File: src/rtl/tank_pkg.sv
// Shared types and defaults for the tank bullet slot scheduler.
// Slot owner encoding and pool sizing live here.
package tank_pkg;
  typedef enum logic {
    TANK1 = 1'b0,
    TANK2 = 1'b1
  } owner_t;

  localparam int DEF_NUM_SLOTS       = 3;
  localparam int DEF_TW              = 9;
  localparam int DEF_LIFETIME_FRAMES = 300;
  localparam int DEF_COOLDOWN_FRAMES = 15;
  localparam int DEF_MAX_PER_TANK    = 2;

  typedef logic [$clog2(DEF_NUM_SLOTS)-1:0] slot_idx_t;
endpackage

File: src/rtl/bullet_slot.sv
// One bullet slot: live flag, owning tank and frame lifetime counter.
// Clear beats load; load beats kill/expiry; kill and expiry merge.
module bullet_slot
  import tank_pkg::*;
#(
  parameter int TW              = DEF_TW,
  parameter int LIFETIME_FRAMES = DEF_LIFETIME_FRAMES
) (
  input  logic   clk_i,
  input  logic   rst_i,
  input  logic   clear_i,
  input  logic   load_i,
  input  owner_t load_owner_i,
  input  logic   kill_i,
  input  logic   frame_tick_i,
  output logic   active_o,
  output owner_t owner_o
);
  logic          active_q, active_d;
  owner_t        owner_q, owner_d;
  logic [TW-1:0] life_q, life_d;

  always_comb begin
    active_d = active_q;
    owner_d  = owner_q;
    life_d   = life_q;
    if (clear_i) begin
      active_d = 1'b0;
      life_d   = '0;
    end else if (load_i) begin
      active_d = 1'b1;
      owner_d  = load_owner_i;
      life_d   = TW'(LIFETIME_FRAMES);
    end else if (active_q) begin
      if (kill_i || (frame_tick_i && life_q == TW'(1))) begin
        active_d = 1'b0;
        life_d   = '0;
      end else if (frame_tick_i) begin
        life_d = life_q - TW'(1);
      end
    end
  end

  always_ff @(posedge clk_i) begin
    if (rst_i) begin
      active_q <= 1'b0;
      owner_q  <= TANK1;
      life_q   <= '0;
    end else begin
      active_q <= active_d;
      owner_q  <= owner_d;
      life_q   <= life_d;
    end
  end

  assign active_o = active_q;
  assign owner_o  = owner_q;
endmodule

File: src/rtl/bullet_slot_scheduler.sv
// Shares the bullet slot pool between two tanks: arbitration,
// round-robin tie-break, per-tank cooldown and active counts.
module bullet_slot_scheduler
  import tank_pkg::*;
#(
  parameter int NUM_SLOTS       = DEF_NUM_SLOTS,
  parameter int LIFETIME_FRAMES = DEF_LIFETIME_FRAMES,
  parameter int COOLDOWN_FRAMES = DEF_COOLDOWN_FRAMES,
  parameter int MAX_PER_TANK    = DEF_MAX_PER_TANK,
  parameter int TW              = DEF_TW,
  localparam int SW             = $clog2(NUM_SLOTS)
) (
  input  logic                 CLK,
  input  logic                 Reset,
  input  logic                 game_enable,
  input  logic                 frame_tick,
  input  logic                 fire_req1,
  input  logic                 fire_req2,
  input  logic [NUM_SLOTS-1:0] kill,
  output logic [NUM_SLOTS-1:0] bullet_active,
  output logic [NUM_SLOTS-1:0] bullet_owner,
  output logic                 grant1,
  output logic                 grant2,
  output logic [SW-1:0]        grant_slot1,
  output logic [SW-1:0]        grant_slot2,
  output logic                 deny1,
  output logic                 deny2,
  output logic [1:0]           count1,
  output logic [1:0]           count2
);
  localparam logic [1:0] MAXC = 2'(MAX_PER_TANK);

  owner_t         owner_w [NUM_SLOTS];
  logic [NUM_SLOTS-1:0] load;
  owner_t         load_owner [NUM_SLOTS];

  logic [SW-1:0]  f0, f1, s1, s2;
  logic           f0_ok, f1_ok, e1, e2, g1, g2;
  owner_t         rr_q, rr_d;
  logic [TW-1:0]  cd1_q, cd1_d, cd2_q, cd2_d;
  logic           g1_q, g2_q, d1_q, d2_q;
  logic [SW-1:0]  s1_q, s2_q;

  for (genvar i = 0; i < NUM_SLOTS; i++) begin : g_slot
    assign load[i] = (g1 && s1 == SW'(i)) || (g2 && s2 == SW'(i));
    assign load_owner[i] = (g2 && s2 == SW'(i)) ? TANK2 : TANK1;
    assign bullet_owner[i] = owner_w[i];

    bullet_slot #(
      .TW             (TW),
      .LIFETIME_FRAMES(LIFETIME_FRAMES)
    ) u_slot (
      .clk_i       (CLK),
      .rst_i       (Reset),
      .clear_i     (!game_enable),
      .load_i      (load[i]),
      .load_owner_i(load_owner[i]),
      .kill_i      (kill[i]),
      .frame_tick_i(frame_tick),
      .active_o    (bullet_active[i]),
      .owner_o     (owner_w[i])
    );
  end

  always_comb begin
    count1 = '0;
    count2 = '0;
    for (int i = 0; i < NUM_SLOTS; i++) begin
      if (bullet_active[i] && !bullet_owner[i]) count1 = count1 + 2'd1;
      if (bullet_active[i] && bullet_owner[i])  count2 = count2 + 2'd1;
    end
  end

  // Free means inactive at the start of the cycle, so killed slots wait.
  always_comb begin
    f0    = '0;
    f1    = '0;
    f0_ok = 1'b0;
    f1_ok = 1'b0;
    for (int i = 0; i < NUM_SLOTS; i++) begin
      if (!bullet_active[i]) begin
        if (!f0_ok) begin
          f0    = SW'(i);
          f0_ok = 1'b1;
        end else if (!f1_ok) begin
          f1    = SW'(i);
          f1_ok = 1'b1;
        end
      end
    end
  end

  always_comb begin
    e1   = fire_req1 && game_enable && cd1_q == '0 && count1 < MAXC && f0_ok;
    e2   = fire_req2 && game_enable && cd2_q == '0 && count2 < MAXC && f0_ok;
    g1   = 1'b0;
    g2   = 1'b0;
    s1   = '0;
    s2   = '0;
    rr_d = rr_q;
    if (e1 && e2) begin
      if (f1_ok) begin
        g1 = 1'b1;
        g2 = 1'b1;
        s1 = (rr_q == TANK1) ? f0 : f1;
        s2 = (rr_q == TANK1) ? f1 : f0;
      end else if (rr_q == TANK1) begin
        g1   = 1'b1;
        s1   = f0;
        rr_d = TANK2;
      end else begin
        g2   = 1'b1;
        s2   = f0;
        rr_d = TANK1;
      end
    end else if (e1) begin
      g1 = 1'b1;
      s1 = f0;
    end else if (e2) begin
      g2 = 1'b1;
      s2 = f0;
    end
  end

  always_comb begin
    cd1_d = cd1_q;
    cd2_d = cd2_q;
    if (!game_enable) begin
      cd1_d = '0;
      cd2_d = '0;
    end else begin
      if (g1) cd1_d = TW'(COOLDOWN_FRAMES);
      else if (frame_tick && cd1_q != '0) cd1_d = cd1_q - TW'(1);
      if (g2) cd2_d = TW'(COOLDOWN_FRAMES);
      else if (frame_tick && cd2_q != '0) cd2_d = cd2_q - TW'(1);
    end
  end

  always_ff @(posedge CLK) begin
    if (Reset) begin
      rr_q  <= TANK1;
      cd1_q <= '0;
      cd2_q <= '0;
      g1_q  <= 1'b0;
      g2_q  <= 1'b0;
      d1_q  <= 1'b0;
      d2_q  <= 1'b0;
      s1_q  <= '0;
      s2_q  <= '0;
    end else begin
      rr_q  <= rr_d;
      cd1_q <= cd1_d;
      cd2_q <= cd2_d;
      g1_q  <= g1;
      g2_q  <= g2;
      d1_q  <= fire_req1 && !g1;
      d2_q  <= fire_req2 && !g2;
      s1_q  <= s1;
      s2_q  <= s2;
    end
  end

  assign grant1      = g1_q;
  assign grant2      = g2_q;
  assign deny1       = d1_q;
  assign deny2       = d2_q;
  assign grant_slot1 = s1_q;
  assign grant_slot2 = s2_q;
endmodule

File: config.mk
export PLATFORM = sky130hd
export DESIGN_NAME = bullet_slot_scheduler
export DESIGN_NICKNAME = d
export VERILOG_FILES = /design/src/rtl/tank_pkg.sv /design/src/rtl/bullet_slot.sv /design/src/rtl/bullet_slot_scheduler.sv
export SDC_FILE = /design/constraint.sdc
export NUM_CORES = 1
export LEC_CHECK = 0
export ABC_AREA = 1
export CAP_MARGIN = 40
export CORE_AREA = 3 3 128 130
export DETAILED_ROUTE_END_ITERATION = 7
export DIE_AREA = 0 0 131 133
export PLACE_DENSITY = 0.43
export SLEW_MARGIN = 10
export SYNTH_ARGS = -nofsm -noshare
export SYNTH_HDL_FRONTEND = slang
export SYNTH_SLANG_ARGS = --single-unit
File: constraint.sdc
create_clock -name CLK -period 5.8 [get_ports CLK]
set_input_delay 0.87 -clock CLK [delete_from_list [all_inputs] [get_ports CLK]]
set_output_delay 0.87 -clock CLK [all_outputs]
set_load 0.05 [all_outputs]
# Word level (Yosys, flattened, before mapping)
# Cells that the tools add are included.
[op_classes] addsub=9 order_cmp=2 n_eq_ne=7 mux=69 bitwise=2 n_reduce_logical=72
[ops] cell="$mux W9" n=12
[ops] cell="$sub A9 B1 Y9 const B" n=5
[ops] cell="$mux W2" n=20
[ops] cell="$mux W1" n=33
[ops] cell="$logic_and A1 B1 Y1" n=28
[ops] cell="$eq A9 B1 Y1 const B" n=3
[ops] cell="$reduce_and A2 Y1" n=10
[ops] cell="$logic_not A9 Y1" n=2
[ops] cell="$reduce_bool A9 Y1" n=2
[ops] cell="$mux W4" n=4
[ops] cell="$reduce_bool A2 Y1" n=8
[ops] cell="$reduce_or A3 Y1" n=5
[ops] cell="$reduce_bool A3 Y1" n=3
[ops] cell="$add A2 B1 Y2 const B" n=4
[ops] cell="$logic_or A1 B1 Y1" n=6
[ops] cell="$logic_not A1 Y1" n=5
[ops] cell="$eq A2 B1 Y1 const B" n=2
[ops] cell="$eq A2 B2 Y1 const B" n=2
[ops] cell="$logic_not A2 Y1" n=2
[ops] cell="$lt A2 B2 Y1 const B" n=2
[ops] cell="$not A1 Y1" n=2
[ops] cell="$reduce_or A2 Y1" n=1
[totals] register_bits=60 out_inout_bits=18

# Depth between registers and ports, before layout
# Gate-level depths: netlist of run 1.
[depth] ltp_word=17 ltp_mapped=17 mapped_depth_nobuf=17

# Cells and area by module
# A second synthesis of run 1 with hierarchy kept.
[unflattened] cells_unflattened=569 area_unflattened_um2=3950.0
[by_module_without_submodules] mod="bullet_slot" n_inst=3 cells_per_inst=101 area_per_inst_um2=710.7
[by_module_without_submodules] mod="bullet_slot_scheduler" n_inst=1 cells_per_inst=266 area_per_inst_um2=1818.0

# Worst setup path before layout of run 1
# Ideal clock, no wire load.
[synth_path] kind="register to output" startpoint="reg g_slot[0].u_slot.active_q" endpoint="out count1[0]" t_arrival_ns=1.801 t_required_ns=4.930 slack_ns=3.129 path_stages_with_launch=6 path_buffers=0 path_cell_list="dfxtp_1 -> inv_1 -> nor2_1 -> inv_1 -> ha_1 -> xnor2_1"
[synth_via] elab_chain_len=6
[synth_rtl] element="start, declared" line_no="bullet_slot.sv:19" text="logic active_q, active_d;"
[synth_rtl] element="start signal, assigned" line_no="bullet_slot.sv:50" text="active_q <= active_d;"
[synth_rtl] element="$logic_and A1 B1 Y1 *" line_no="bullet_slot_scheduler.sv:69" text="if (bullet_active[i] && !bullet_owner[i]) count1 = count1 + 2'd1;"
[synth_rtl] element="$mux W1 *" line_no="bullet_slot_scheduler.sv:69"
[synth_rtl] element="$add A2 B1 Y2" line_no="bullet_slot_scheduler.sv:69"
[synth_rtl] element="$mux W2 *" line_no="bullet_slot_scheduler.sv:69"
[synth_rtl] element="$add A2 B1 Y2" line_no="bullet_slot_scheduler.sv:69"
[synth_rtl] element="$mux W2 *" line_no="bullet_slot_scheduler.sv:69"
[synth_rtl] element="end, declared" line_no="bullet_slot_scheduler.sv:28" text="output logic [1:0] count1,"
# Every way passes the cells marked *; elsewhere a longest branch is shown, timed or not.

# Worst setup path in the final report of run 1
# Same ends and word-level chain as after synthesis.

==> metrics.md, run 1 <==
| Metric | Value |
|---|---|
| # diodes | 0 |
| Fin nets | approximately 620 |
| Worst Path Max Fanout | 8 |
| Post-synthesis cell count | 570 |
| Setup TNS Final | 0 ns |
| Hold buffer count at CTS | 0 |
| Hold Vio Cnt, Final | 0 |
| WS Path Type | reg -> out |
| Clk root buf | clkbuf_16 |
| Clock Latency Late Sink | approximately 0.33 ns |
| Hold Path Class | reg -> reg |
| Crit-path max cell delay | 0.85 ns |
| Maximum clock rate | approximately 290 MHz |
| TritonRoute pass-1 iters | 4 |
| Hold depth | 2 |
| CTS tree | done |
| Critical R2R Capture | g_slot[1].u_slot.life_q[3] |
| Remaining antenna violation count | 0 |
| First-pass GRT wire length | roughly 16,000 um |
| Data arrival, critical path | approximately 2.6 ns |
| RSZ-0062 raised after global routing | no |
| GRT Util Overall | 0.1172 |
| FF-to-FF setup slack | roughly 3.5 ns |
| Core area | 0.01526 mm2 |
| Synth cell types | 35 |
| Post-CTS Setup Inserts | 0 |
| Num Clock Sinks | 60 |
| Max-slew violation count | 0 |
| Ys async rst share | 0 |
| Layout overhead on the synthesized area | 20.44% |
| IO Pins | 27 |
| Synthesized Nets | about 600 |
| Sequential share of the synthesized area | 0.3140 |
| Final period util | 0.6004 |
| Max stage delay cell, worst path | clkdlybuf4s50_1 |
| Number of remaining DRC errors | 0 |
| Avg Inst Size Synth | about 6.7 um2 |
| Gr ovfl total | 0 |
| Nature of the critical path startpoint | flip-flop |
| Die H | 133 um |
| Initial antenna violation count | 0 |
| Final setup fails | 0 |
| DRT Wirelength | slightly below 10,000 um |
| Reg-to-Reg Start | g_slot[0].u_slot.active_o |
| FF-to-FF path depth | 15 |
| Worst vdd ir | 0.1685 mV |
| Initial Utilization | 0.2507 |
| Count of max-cap constraint violations | 0 |
| DRT iter0 DRCs | between 150 and 200 |
| Ys Warns | 0 |
| Die area | around 0.017 mm2 |
| Leak | between 2 and 2.5 nW |
| DR WL/cell | ~12 um |
| Hold path startpoint | cd1_q[4] |
| WP data required | between 4 and 5 ns |
| Critical Path, Cell by Cell | inv_1 > nor2_1 > inv_1 > ha_1 > xnor2_1 > clkdlybuf4s50_1 |
| Largest net degree at the start of global routing | 21 |
| Post-route minimum period | 3.483 ns |
| Hold Path Sink | cd1_q[4] |
| Skew final | around 0.0085 ns |
| Power Dens Cells | around 340 mW/mm2 |
| Post-DP HPWL | approximately 7600 um |
| Final hold slack | 0.5051 ns |
| Status | finished clean |
| Clock transition at path regs | 0.06 ns |
| EDFF count, synth | 0 |
| Netlist Area Pre-Place | around 0.0038 mm2 |
| DR vias | about 3,500 |
| CP top delay family | buffers and inverters |
| Crit path top cell by count | inv_1 |
| Vias in the first global route | between 3,000 and 4,000 |
| Crit. End Element | primary output |
| CTS Buffer Depth | 2 |
| IO buf count | 26 |
| Worst-margin pin slew | around 0.82 ns |
| Critical path buffers and inverters | 3 |
| H-tree depth | 3 |
| DR vias/cell | around 4.3 |
| Share of layout cells above drive strength 1 | 0.08804 |
| CTS buffer count | 9 |
| Routability cong. | ~0.83 |
| Post-cts resize count | 0 |
| # rows | 45 |
| Die width | 131 um |
| Synth Register Bits | 60 |
| Ys flop type | dfxtp_1 |
| Max_slew headroom | 0.4554 |
state kept, by name, indices dropped and copies added (netlist names):
signal                  flops
g_slot.u_slot.life_q       27
cd1_q                       9
cd2_q                       9
g_slot.u_slot.active_o      3
g_slot.u_slot.owner_o       3
grant_slot1                 2
grant_slot2                 2
deny1                       1
deny2                       1
grant1                      1
grant2                      1
rr_q                        1
where the power goes:
group,leakage [nW],switching [W],internal (W),total [W]
logic,1.53,0.000349,0.000165,0.000514
clock network,0.162,0.000197,0.000387,0.000584
registers,0.486,0.0000309,0.000452,0.000483
total,2.18,0.000577,0.00100,0.00158
worst min-delay path: stages, from the launching register on:
cell and delay [ns]:
dfxtp_1 0.33, nand2_1 0.07, a21oi_1 0.06
cells by family (layout without fill, tap and decap cells):
logic type | count (synthesis) | in the layout | synth area share
AO/OA/AOI/OAI | 54 | 54 | 0.08145
flip-flops | 60 | 60 | 0.3140
buffers and inverters | 118 | 150 | 0.1243
XOR/XNOR | 21 | 21 | 0.04808
adder cells (fa/ha/maj) | 18 | 18 | 0.05888
AND/OR/NAND/NOR | 299 | 299 | 0.3732
area by class of cell:
type                            count  area [um2]
Timing Repair Buffer               27       265.3
Clock inverter                      6       87.58
Fill cell                        1659       10650
Sequential cell                    60        1201
Multi-Input combinational cell    392        2148
Clock buffer                       10       239.0
Inverter                          107       401.6
Tap cell                          211       264.0
worst max-delay path by stage:
stage,from,end,slack [ns],depth (start not counted)
6_report,g_slot[0].u_slot.active_o,count1[0],2.32,6
5_1_grt,g_slot[0].u_slot.active_o,count1[0],2.13,6
4_1_cts,g_slot[0].u_slot.active_o,count1[0],2.23,6
3_5_place_dp,Reset,cd1_q[5],2.48,7
3_3_place_gp,Reset,cd2_q[5],2.59,7
2_1_floorplan,g_slot[0].u_slot.active_o,count1[0],3.13,5
metal layers:
layer | vias to the layer above | routed length [um] | GRT usage
met3 | 12 | 231 | 0.02705
li1 | 1858 | - | -
met2 | 41 | 4639 | 0.1910
met4 | 0 | 214 | 0.05029
met5 | - | 0 | 0
met1 | 1603 | 4563 | 0.1461
Yosys cell counts, types with 5 or more instances:
library cell / count / area, um2
nor2_2: 9 / 56.30
nand3_1: 59 / 295.3
ha_1: 18 / 225.2
xor2_1: 17 / 148.9
a21oi_1: 18 / 90.09
nand2_1: 111 / 416.7
nor2_1: 61 / 229.0
nand2_2: 9 / 56.30
dfxtp_1: 60 / 1201
o21ai_0: 17 / 85.08
nand3_2: 5 / 50.05
buf_4: 6 / 45.04
inv_1: 104 / 390.4
nor3_1: 16 / 80.08
nand4_1: 12 / 75.07
metrics by stage:
stage	instances	power (W)	setup slack [ns]	utilization	cell area, um2
5_1_grt	813	0.001688	2.133	0.3019	4607
3_5_place_dp	797	0.001007	2.476	0.2805	4280
3_3_place_gp	796	0.001008	2.591	0.2802	4275
2_1_floorplan	570	0.0008819	3.129	-	3825
4_1_cts	813	0.001603	2.235	0.3019	4607
6_report	813	0.001581	2.317	0.3019	4607
placed cells by master (no fill, tap or decap):
master and instances:
clkinv_2 2, clkdlybuf4s50_1 26, a31oi_1 4, o31ai_1 3, clkbuf_8 1, o21ai_1 3
and3_1 4, inv_2 3, nor2_4 2, buf_2 1, xor2_1 17, nor3_1 16
a21boi_0 1, xnor2_1 4, nand3_1 59, nand2_2 9, nor2_8 1, clkinv_4 2
a21oi_2 1, nand4_1 12, nor3b_1 1, inv_1 104, o21a_1 3, o21ai_0 17
nand2_1 111, nor4_1 4, ha_1 18, nor2_1 61, o22ai_1 3, nand3_4 2
dfxtp_1 60, bufinv_16 2, nand2_4 3, clkbuf_16 9, o21ai_4 1, nor2_2 9
a21oi_1 18, nand3_2 5
Note: power is estimated with default switching activity, not from simulation.
==> inputs of run 2 (changes only) <==
==> constraint.sdc (replaced) <==
create_clock -name CLK -period 3.6 [get_ports CLK]
set_input_delay 0.54 -clock CLK [delete_from_list [all_inputs] [get_ports CLK]]
set_output_delay 0.54 -clock CLK [all_outputs]
set_load 0.05 [all_outputs]
==> run 2 against run 1 <==
Against the previous run:
- combinational power up 61%
- worst setup slack worse by 1.8 ns
- routed wire length up 1.5%
- critical endpoint unchanged
- first-iteration DRC count rose by 28%
- final cell count grew 0.25%
- clock skew shrank 0.00060 ns
- critical path type unchanged
- largest power group unchanged
- highest routed layer unchanged
- global-route usage rose by 0.52 points
- count of clock-buffer cells in the layout grew 2
- via count grew 0.54%
- non-clock buffer count up 2
==> metrics.md, run 2 (synthesis results as in run 1) <==
| Metric | Value |
|---|---|
| RSZ-0062 raised after global routing | no |
| Maximum clock rate | approximately 320 MHz |
| Clock Latency Late Sink | about 0.34 ns |
| Commonest non-fill, non-tap cell in the layout | nand2_1 |
| CTS Buffer Depth | 2 |
| WP data required | between 3 and 4 ns |
| Post-cts resize count | 0 |
| Hold Path Class | reg -> reg |
| DR WL/cell | about 12 um |
| Reg with most FFs | g_slot.u_slot.life_q |
| Worst vdd ir | about 0.20 mV |
| Fillers | 1,655 |
| IO Pins | 27 |
| Die area | around 0.017 mm2 |
| Number of remaining DRC errors | 0 |
| Worst-margin pin slew | between 0.5 and 0.6 ns |
| Post-route minimum period | ~3.1 ns |
| Worst Path Max Fanout | 8 |
| Routability cong. | approximately 0.84 |
| CTS buffer count | 9 |
| Footprint of the multi-input gates | approximately 0.0021 mm2 |
| Initial antenna violation count | 0 |
| Hold buffer count at CTS | 0 |
| TritonRoute pass-1 iters | 5 |
| CTS tree | done |
| Num Clock Sinks | 60 |
| Post-DP HPWL | about 7300 um |
| IO buf count | 26 |
| Largest regs | g_slot.u_slot.life_q: 27 flops, cd1_q: 9 flops, cd2_q: 9 flops |
| Post-DP Area | between 0.004 and 0.005 mm2 |
| Gr ovfl total | 0 |
| # rows | 45 |
| Setup TNS Final | 0 ns |
| Crit. End Element | primary output |
| Skew final | just under 0.008 ns |
| Hold Vio Cnt, Final | 0 |
| Share of layout cells above drive strength 1 | 0.08940 |
| GRT Util Overall | 0.1224 |
| Final hold slack | 0.4986 ns |
| Count of max-cap constraint violations | 0 |
| H-tree depth | 3 |
| DRT iter0 DRCs | around 230 |
| Data arrival, critical path | ~2.6 ns |
| Post-CTS Setup Inserts | 0 |
| WS Path Type | reg -> out |
| First-pass GRT wire length | roughly 17,000 um |
| Final setup fails | 0 |
| Most frequent cells in the layout | nand2_1 (111), inv_1 (104), nor2_1 (61), dfxtp_1 (60), nand3_1 (59) |
| Clk root buf | clkbuf_16 |
| DRT Wirelength | between 9000 and 10,000 um |
| Initial Utilization | 0.2507 |
| Power Dens Cells | between 500 and 600 mW/mm2 |
| Final period util | 0.8669 |
| Final instance area | about 0.0046 mm2 |
| Fin nets | between 600 and 700 |
| Die width | 131 um |
| Largest register FFs | 27 |
| Status | finished clean |
| Register Area | around 0.0012 mm2 |
| DR vias | between 3,000 and 4,000 |
| Layout overhead on the synthesized area | 21.56% |
| Leak | ~2.2 nW |
| Die H | 133 um |
| Core area | 0.01526 mm2 |
| Max-slew violation count | 0 |
| Max_slew headroom | 0.6266 |
| Nature of the critical path startpoint | flip-flop |
| Vias in the first global route | 3,389 |
| # diodes | 0 |
| Largest net degree at the start of global routing | 21 |
| DR vias/cell | 4.335 |
| Clock transition at path regs | 0.05 ns |
| Remaining antenna violation count | 0 |
[run 2: per-layer routing]
layer | up-vias | share of wire | track usage
li1 | 1859 | - | -
met5 | - | 0 | 0
met2 | 40 | 0.46 | 0.1941
met4 | 0 | 0.018 | 0.04457
met3 | 12 | 0.042 | 0.04279
met1 | 1622 | 0.48 | 0.1519
[run 2: cell type report]
| cell class | instances | area share |
|---|---|---|
| multi-input cells | 392 | 0.4621 |
| flip-flops and latches | 60 | 0.2583 |
| inverters | 107 | 0.08638 |
| well taps | 211 | 0.05678 |
| repair buffers | 29 | 0.06082 |
| clock inverters | 4 | 0.02045 |
| clock buffers | 12 | 0.05517 |
[run 2: where the power goes]
| group | total, W | internal (W) | switching (W) | leakage, nW |
|---|---|---|---|---|
| combinational | 0.000828 | 0.000266 | 0.000562 | 1.55 |
| sequential | 0.000777 | 0.000728 | 0.0000488 | 0.486 |
| clock | 0.00104 | 0.000713 | 0.000324 | 0.173 |
| total | 0.00264 | 0.00171 | 0.000935 | 2.21 |
[run 2: final timing paths]
| kind | startpoint | endpoint | slack (ns) | depth (start not counted) |
|---|---|---|---|---|
| worst max-delay path | g_slot[0].u_slot.active_o | count1[0] | 0.48 | 6 |
| worst min-delay path | cd1_q[4] | cd1_q[4] | 0.50 | 2 |
| worst max register to register | g_slot[0].u_slot.active_o | g_slot[1].u_slot.life_q[4] | 1.33 | 12 |
| worst min register to register | cd1_q[4] | cd1_q[4] | 0.50 | 2 |
[run 2: worst max-delay path: stages (launching register included)]
cell and delay [ns]:
dfxtp_1 0.49, inv_1 0.11, nor2_1 0.14, inv_1 0.06, ha_1 0.30, xnor2_1 0.28
clkdlybuf4s50_1 0.86
[run 2: metrics by stage]
step | std cells | utilization | power [W] | worst slack [ns]
finish | 815 | 0.3047 | 0.002642 | 0.4793
global route | 815 | 0.3047 | 0.002828 | 0.3653
global placement | 799 | 0.2817 | 0.001620 | 0.9329
detailed placement | 799 | 0.2817 | 0.001619 | 0.8347
CTS | 815 | 0.3047 | 0.002678 | 0.4582
floorplan | 570 | - | 0.001421 | 1.259
==> inputs of run 3 (changes only) <==
--- a/config.mk
+++ b/config.mk
@@ -7,9 +7,9 @@
 export LEC_CHECK = 0
 export ABC_AREA = 1
 export CAP_MARGIN = 40
-export CORE_AREA = 3 3 128 130
+export CORE_AREA = 3 3 122 136
 export DETAILED_ROUTE_END_ITERATION = 7
-export DIE_AREA = 0 0 131 133
+export DIE_AREA = 0 0 125 139
 export PLACE_DENSITY = 0.43
 export SLEW_MARGIN = 10
 export SYNTH_ARGS = -nofsm -noshare
==> run 3 against run 2 <==
Against the previous run:
- via count down 0.25%
- routed wire length down 5.2%
- final cell count down 1.7%
- fmax up 1.9%
- worst setup slack better by 0.058 ns
- sequential power about the same
- sequential share of layout area up 0.46 points
- critical path type unchanged
- highest routed layer unchanged
==> metrics.md, run 3 (synthesis results as in run 1) <==
| Metric | Value |
|---|---|
| Crit. End Element | primary output |
| Sequential power share | 0.318 |
| Post-cts resize count | 0 |
| Remaining antenna violation count | 0 |
| Skew final | around 0.0062 ns |
| Die H | 139 um |
| Hold buffer count at CTS | 0 |
| Clock Latency Late Sink | roughly 0.33 ns |
| CTS tree | done |
| Clk root buf | clkbuf_16 |
| Hold depth | 2 |
| Clock group share of total power | 0.348 |
| FF-to-FF path depth | 9 |
| DRT iter0 DRCs | 183 |
| Final core utilization | 0.2948 |
| Hold Path Sink | cd1_q[4] |
| Power Dens Cells | approximately 540 mW/mm2 |
| Fillers | between 1,500 and 2,000 |
| Reg-to-Reg Start | g_slot[0].u_slot.active_o |
| Final period util | 0.8507 |
| Switching share of power | 0.3631 |
| Hold Path Class | reg -> reg |
| CTS buffer count | 9 |
| WS Path Type | reg -> out |
| Worst Path Max Fanout | 8 |
| Num Clock Sinks | 60 |
| Layout overhead on the synthesized area | 19.43% |
| Finished Layout Cells | 801 |
| Data arrival, critical path | about 2.5 ns |
| Final setup fails | 0 |
| Commonest non-fill, non-tap cell in the layout | nand2_1 |
| GRT Util Overall | 0.1138 |
| Pint | about 0.0016 W |
| Sw Pwr | slightly below 0.0009 W |
| WP data required | between 3 and 4 ns |
| Post-route minimum period | slightly above 3 ns |
| DRT Wirelength | ~9300 um |
| RSZ-0062 raised after global routing | no |
| Max-slew violation count | 0 |
| Placed Cells | approximately 800 |
| # rows | between 40 and 50 |
| Share of layout cells above drive strength 1 | 0.08486 |
| Footprint of the multi-input gates | 0.002148 mm2 |
| Leak | between 2 and 2.5 nW |
| DR vias/cell | between 4 and 5 |
| # diodes | 0 |
| Post-CTS Setup Inserts | 0 |
| Count of max-cap constraint violations | 0 |
| Number of remaining DRC errors | 0 |
| IO Pins | 27 |
| First-pass GRT wire length | between 15,000 and 20,000 um |
| Post-DP HPWL | 7174 um |
| Overall power | 0.002445 W |
| Routability cong. | just under 0.9 |
| Worst-margin pin slew | ~0.53 ns |
| DR WL/cell | 11.59 um |
| Vias in the first global route | 3,358 |
| Largest register FFs | 27 |
| Worst vdd ir | 0.1614 mV |
| Gr ovfl total | 0 |
| TritonRoute pass-1 iters | 4 |
| DR vias | about 3,500 |
| Logic pwr share | 0.334 |
| Nature of the critical path startpoint | flip-flop |
| Most frequent cells in the layout | nand2_1 (111), inv_1 (104), nor2_1 (61), dfxtp_1 (60), nand3_1 (59) |
| Largest regs | g_slot.u_slot.life_q: 27 flops, cd1_q: 9 flops, cd2_q: 9 flops |
| Die width | 125 um |
| Core area | approximately 0.015 mm2 |
| Hold Vio Cnt, Final | 0 |
| Status | finished clean |
| H-tree depth | 3 |
| Reg with most FFs | g_slot.u_slot.life_q |
| FF-to-FF setup slack | approximately 1.4 ns |
| Largest net degree at the start of global routing | 13 |
| IO buf count | 26 |
| Die area | 0.01738 mm2 |
| Hold path startpoint | cd1_q[4] |
| Critical R2R Capture | g_slot[0].u_slot.life_q[7] |
| Register Area | between 0.001 and 0.0015 mm2 |
| Initial antenna violation count | 0 |
| Initial Utilization | 0.2469 |
| Fin nets | ~630 |
| Max_slew headroom | 0.6423 |
| Clock transition at path regs | about 0.050 ns |
| Maximum clock rate | around 330 MHz |
| Setup TNS Final | 0 ns |
| CTS Buffer Depth | 2 |
-- run 3: changes by cell type in the layout (fill, tap and decap cells not counted) --
cell / delta
bufinv_16: -2
buf_4: -1
-- run 3: layer usage --
layer / up-vias / track usage / part of all wire
li1: 1855 / - / -
met4: 0 / 0.05137 / 0.022
met5: - / 0 / 0
met3: 12 / 0.02735 / 0.047
met2: 72 / 0.1852 / 0.46
met1: 1585 / 0.1426 / 0.47
-- run 3: power groups by stage --
stage	combinational, W	clock (W)	sequential, W
floorplan	0.000620	0	0.000801
global placement	0.000827	0	0.000790
detailed placement	0.000824	0	0.000790
CTS	0.000828	0.000884	0.000777
global route	0.000937	0.000914	0.000785
finish	0.000817	0.000851	0.000777
-- run 3: worst max path at each step --
stage,startpoint,to,slack (ns),depth (start not counted)
after floorplan,g_slot[0].u_slot.active_o,count1[0],1.26,5
after global placement,Reset,g_slot[1].u_slot.life_q[6],0.74,7
after detailed placement,Reset,g_slot[1].u_slot.life_q[1],0.74,7
after CTS,g_slot[0].u_slot.active_o,count1[0],0.49,6
after global routing,g_slot[0].u_slot.active_o,count1[0],0.36,6
final,g_slot[0].u_slot.active_o,count1[0],0.54,6
-- run 3: per-stage QoR --
stage	hold slack, ns	setup slack [ns]	cell area (um2)
3_5_place_dp	0.4910	0.7417	4277
4_1_cts	0.4977	0.4925	4568
5_1_grt	0.5137	0.3625	4568
3_3_place_gp	0.4918	0.7426	4277
2_1_floorplan	0.4722	1.259	3825
6_report	0.4931	0.5376	4568
-- run 3: critical path, stage by stage, from the launching register on --
cell and delay, ns:
dfxtp_1 0.50, inv_1 0.11, nor2_1 0.14, inv_1 0.06, ha_1 0.30, xnor2_1 0.23, clkdlybuf4s50_1 0.85
-- run 3: layout make-up --
| type | count | share of cell area |
|---|---|---|
| multi-input combinational | 392 | 0.4703 |
| inverter | 107 | 0.08792 |
| clock inverter | 2 | 0.007669 |
| timing repair buffer | 28 | 0.06026 |
| clock buffer | 12 | 0.05615 |
| tap | 200 | 0.05478 |
| sequential | 60 | 0.2629 |
